[src/rtl/sram_address_calculator_pkg.sv]
// Shared types and widths for the SRAM address calculator.
// Exports ADDR_W, WIDTH_W, sram_addr_t, px_count_t, limit_t.
package sram_address_calculator_pkg;

   localparam int ADDR_W  = 26;
   localparam int WIDTH_W = 13;

   typedef logic [ADDR_W-1:0]  sram_addr_t;
   typedef logic [WIDTH_W-1:0] px_count_t;
   // One bit wider than a pixel count so wrap compares never overflow.
   typedef logic [WIDTH_W:0]   limit_t;

endpackage

[src/rtl/sram_address_calculator_wrap.sv]
// Offset counter that wraps to zero when count+1 reaches limit.
// Ports: clk, n_rst, clear, inc, limit (14b) -> count (13b).
module wrap_offset_counter
   import sram_address_calculator_pkg::*;
(
   input  logic      clk,
   input  logic      n_rst,
   input  logic      clear,
   input  logic      inc,
   input  limit_t    limit,
   output px_count_t count
);

   px_count_t count_q;
   px_count_t count_d;
   limit_t    count_p1;

   assign count_p1 = {1'b0, count_q} + limit_t'(1);

   always_comb begin
      count_d = count_q;
      if (clear) begin
         count_d = '0;
      end else if (inc) begin
         if (count_p1 >= limit) begin
            count_d = '0;
         end else begin
            count_d = count_p1[WIDTH_W-1:0];
         end
      end
   end

   always_ff @(posedge clk or negedge n_rst) begin
      if (!n_rst) begin
         count_q <= '0;
      end else begin
         count_q <= count_d;
      end
   end

   assign count = count_q;

endmodule

[src/rtl/sram_address_calculator.sv]
// SRAM word address generator: row-cache and output offset counters.
// Ports: clk, n_rst, clear, mode, enable, image_width, bases -> sram_addr.
module sram_address_calculator
   import sram_address_calculator_pkg::*;
(
   input  logic                clk,
   input  logic                n_rst,
   input  logic                clear,
   input  logic                mode,
   input  logic                enable,
   input  logic [WIDTH_W-1:0]  image_width,
   input  logic [ADDR_W-1:0]   sram_rowCacheStart,
   input  logic [ADDR_W-1:0]   sram_outputAddrStart,
   output logic [ADDR_W-1:0]   sram_addr
);

   limit_t    row_limit;
   limit_t    out_limit;
   px_count_t row_off;
   px_count_t out_off;
   logic      row_inc;
   logic      out_inc;

   assign row_limit = {1'b0, image_width};

   // Output row is one element shorter. A zero width maps to a zero
   // limit so the counter simply stays at 0 instead of underflowing.
   always_comb begin
      out_limit = '0;
      if (image_width != '0) begin
         out_limit = {1'b0, image_width} - limit_t'(1);
      end
   end

   assign row_inc = enable &  mode;
   assign out_inc = enable & ~mode;

   wrap_offset_counter u_row_cnt (
      .clk   (clk),
      .n_rst (n_rst),
      .clear (clear),
      .inc   (row_inc),
      .limit (row_limit),
      .count (row_off)
   );

   wrap_offset_counter u_out_cnt (
      .clk   (clk),
      .n_rst (n_rst),
      .clear (clear),
      .inc   (out_inc),
      .limit (out_limit),
      .count (out_off)
   );

   always_comb begin
      if (mode) begin
         sram_addr = sram_rowCacheStart
                   + {{(ADDR_W-WIDTH_W){1'b0}}, row_off};
      end else begin
         sram_addr = sram_outputAddrStart
                   + {{(ADDR_W-WIDTH_W){1'b0}}, out_off};
      end
   end

endmodule

[config.mk]
export PLATFORM = sky130hd
export DESIGN_NAME = sram_address_calculator
export DESIGN_NICKNAME = d
export VERILOG_FILES = /design/src/rtl/sram_address_calculator_pkg.sv /design/src/rtl/sram_address_calculator_wrap.sv /design/src/rtl/sram_address_calculator.sv
export SDC_FILE = /design/constraint.sdc
export NUM_CORES = 1
export LEC_CHECK = 0
export ABC_AREA = 1
export BUFFER_PORTS_ARGS = -buffer_cell sky130_fd_sc_hd__buf_2
export CORE_AREA = 2 2 104 106
export DETAILED_ROUTE_END_ITERATION = 8
export DIE_AREA = 0 0 106 108
export PLACE_DENSITY = 0.93
export REMOVE_ABC_BUFFERS = 1
export SKIP_LAST_GASP = 1
export SYNTH_ARGS = -nofsm -noshare
export SYNTH_HDL_FRONTEND = slang
export SYNTH_HIERARCHICAL = 1
export SYNTH_SLANG_ARGS = --single-unit
[constraint.sdc]
create_clock -name clk -period 3 [get_ports clk]
set_input_delay 0.6 -clock clk [delete_from_list [all_inputs] [get_ports clk]]
set_output_delay 0.6 -clock clk [all_outputs]
set_load 0.01 [all_outputs]
==> results.sh <==
export IMPL_post_drt_wl_per_cell_um=12.9
export IMPL_cts_tree="yes"
export IMPL_grt_pass1_wl_um=28700
export IMPL_die_width_um=106
export IMPL_final_cell_area_um2=6840
export IMPL_startpoint_type="flip-flop"
export IMPL_ys_top_cells_by_count="439 x nand2_1, 184 x inv_1, 95 x nand3_1"
export IMPL_crit_path_max_incr_delay_ps=470
export IMPL_fmax_mhz=341
export IMPL_syn_to_final_growth_pct=13.0
export IMPL_cp_end_kind="output port"
export IMPL_synth_ff_type="dfrtp_1"
export IMPL_finalCriticalPeriod_ps=2930
export IMPL_drc_errors=0
export IMPL_rows=37
export IMPL_p_leak_nw=4.11
export IMPL_num_fill_cells=970
export IMPL_io_buffer_count=95
export IMPL_clkLatencyLatePin_ps=290
export IMPL_die_h_um=108
export IMPL_drv_slew=0
export IMPL_ys_ff_latch=26
export IMPL_arrival_ps=2330
export IMPL_fin_nets=1343
export IMPL_ant_nets=0
export IMPL_ys_seq_area_share_pct=10.8
export IMPL_relSlewSlack_pct=41.4
export IMPL_finalCritPeriodShare_pct=97.7
export IMPL_grt_usage_pct=30.4
export IMPL_p_per_area_nw_per_um2=148
export IMPL_syn_area_um2=6050
export IMPL_hold_violations=0
export IMPL_cp_top_family="simple AND/OR/NAND/NOR gates"
export IMPL_synth_area_leaders="nand2_1 27%, ha_1 12%, inv_1 11%"
export IMPL_path_cells="ha_2 -> nand2_1 -> nor2_2 -> nand3_1 -> nand3_2 -> nor2_1 -> o21ai_0 -> nand2_1 -> buf_2"
export IMPL_crit_buf_inv=1
export IMPL_core_area_um2=10200
export IMPL_drive_above_1_share_pct=16.6
export IMPL_grt_max_degree=27
export IMPL_cp_required_ps=2400
export IMPL_synth_top_area_share_pct=27.2
export IMPL_via_per_inst=5.34
export IMPL_cts_buffers=3
export IMPL_syn_inst=1119
export IMPL_synth_edff_count=0
export IMPL_grt_ovfl_total=0
export IMPL_cts_htree_levels=1
export IMPL_first_global_vias=6566
export IMPL_cp_slowest_cell="dfrtp_1"
export IMPL_clk_pin_slew_ps=90
export IMPL_cts_root_buf="clkbuf_8"
export IMPL_first_pass_iters=5
export IMPL_start_util_pct=59.1
export IMPL_min_path_type="in2async"
export IMPL_ys_warn_count=6
export IMPL_ioPinCount=96
export IMPL_cts_sinks=26
export IMPL_worst_pin_slew_ps=875
export IMPL_status="finished clean"
export IMPL_wl_um=17400
export IMPL_async_reset_ff_share_pct=100
export IMPL_die_area_um2=11400
export IMPL_num_vias=7193
export IMPL_rsz0062_at_grt="true"
export IMPL_peakVddDrop_uv=155
export IMPL_synth_largest_area_cell="nand2_1"
export IMPL_synth_most_common_cell="nand2_1"
export IMPL_yosysUniqueCellTypes=37
export IMPL_clock_path_buffers=2
export IMPL_antenna_found_initial=0
export IMPL_routabilityCongestion=0.941
export IMPL_avgSynthCellArea_um2=5.41
export IMPL_total_power_mw=1.01
export IMPL_drv_cap=0
export IMPL_diodes=0
export IMPL_critical_path_class="reg2out"
export IMPL_hpwl_um=14300
export IMPL_setup_violations_final=0
export IMPL_dpl_cell_area_um2=6640
export IMPL_crit_fanout=6
export IMPL_skew_ps=0.883
export IMPL_crit_top_cell="nand2_1"
export IMPL_drt_iter0_markers=605
logic make-up (layout without fill, tap and decap cells):
logic type	count (synthesis)	count (layout)	synth area share (%)
and+or+nand+nor	751	751	55.4
DFF	26	26	10.8
buffers and inverters	219	312	14.4
xor gates and xnor gates	23	23	3.33
AOI/OAI and AO/OA	40	40	3.58
other	1	1	0.0620
adders and majority gates	59	59	12.4
path summary, 6_finish.rpt:
path	from	to	slack, ps	depth (start not counted)
worst max-delay path	u_out_cnt/count[6]$_DFFE_PN0P_	sram_addr[9]	70	9
worst max register to register	u_row_cnt/count[0]$_DFFE_PN0P_	u_row_cnt/count[9]$_DFFE_PN0P_	330	13
worst min register to register	u_out_cnt/count[12]$_DFFE_PN0P_	u_out_cnt/count[12]$_DFFE_PN0P_	590	2
max in group asynchronous	n_rst	u_out_cnt/count[2]$_DFFE_PN0P_	2240	1
min in group clk	u_out_cnt/count[12]$_DFFE_PN0P_	u_out_cnt/count[12]$_DFFE_PN0P_	590	2
worst min-delay path	n_rst	u_row_cnt/count[6]$_DFFE_PN0P_	310	1
cell usage in the layout (no fill, tap or decap), drive strengths merged, types with 10 or more instances in the layout:
cell type / instances
nand2: 459
inv: 199
nor2: 121
buf: 104
nand3: 101
ha: 57
nand4: 41
dfrtp: 26
o21ai: 18
a21oi: 16
nand3b: 14
xor2: 13
xnor2: 10
what timing repair did:
item | in CTS | in global routing
setup buffers | 1 | 2
pin swaps | 1 | 6
hold buffers | 0 | 0
endpoints found under the setup margin | 7 | 25
gates resized for setup | 2 | 24
power by group:
part	switching (mW)	leakage [nW]	internal (mW)
sequential	0.00473	0.359	0.353
clock	0.124	0.0216	0.0909
combinational	0.274	3.73	0.165
total	0.403	4.11	0.609
metal layers:
metal / GRT usage (%) / routed length [µm]
met1: 37.9 / 7180
met4: 11.7 / 460
met2: 54.4 / 8350
met5: 0 / 0
met3: 2.77 / 1450
stage by stage:
step           setup WS (ps)  cells  hold WS [ps]  util [%]  TNS (ps)
2_1_floorplan            418   1105           304         -         0
3_3_place_gp            43.8   1342           553      64.9         0
3_5_place_dp          -0.209   1342           561      64.9    -0.209
4_1_cts                 32.7   1346           337      65.4         0
5_1_grt                -46.8   1348           357      66.8     -74.3
6_report                68.3   1348           313      66.8         0
cell type report:
class | instances | area (µm²) | area share, %
Sequential cell | 26 | 653 | 9.55
Clock buffer | 3 | 41.3 | 0.604
Tap cell | 136 | 170 | 2.49
Inverter | 205 | 769 | 11.3
Multi-Input combinational cell | 874 | 4660 | 68.2
Timing Repair Buffer | 104 | 543 | 7.94
sequential cells by signal, summed over array words and instances, names as in the netlist:
register / count
u_out_cnt/count: 13
u_row_cnt/count: 13
No activity file was read; power rests on OpenSTA's default activity.
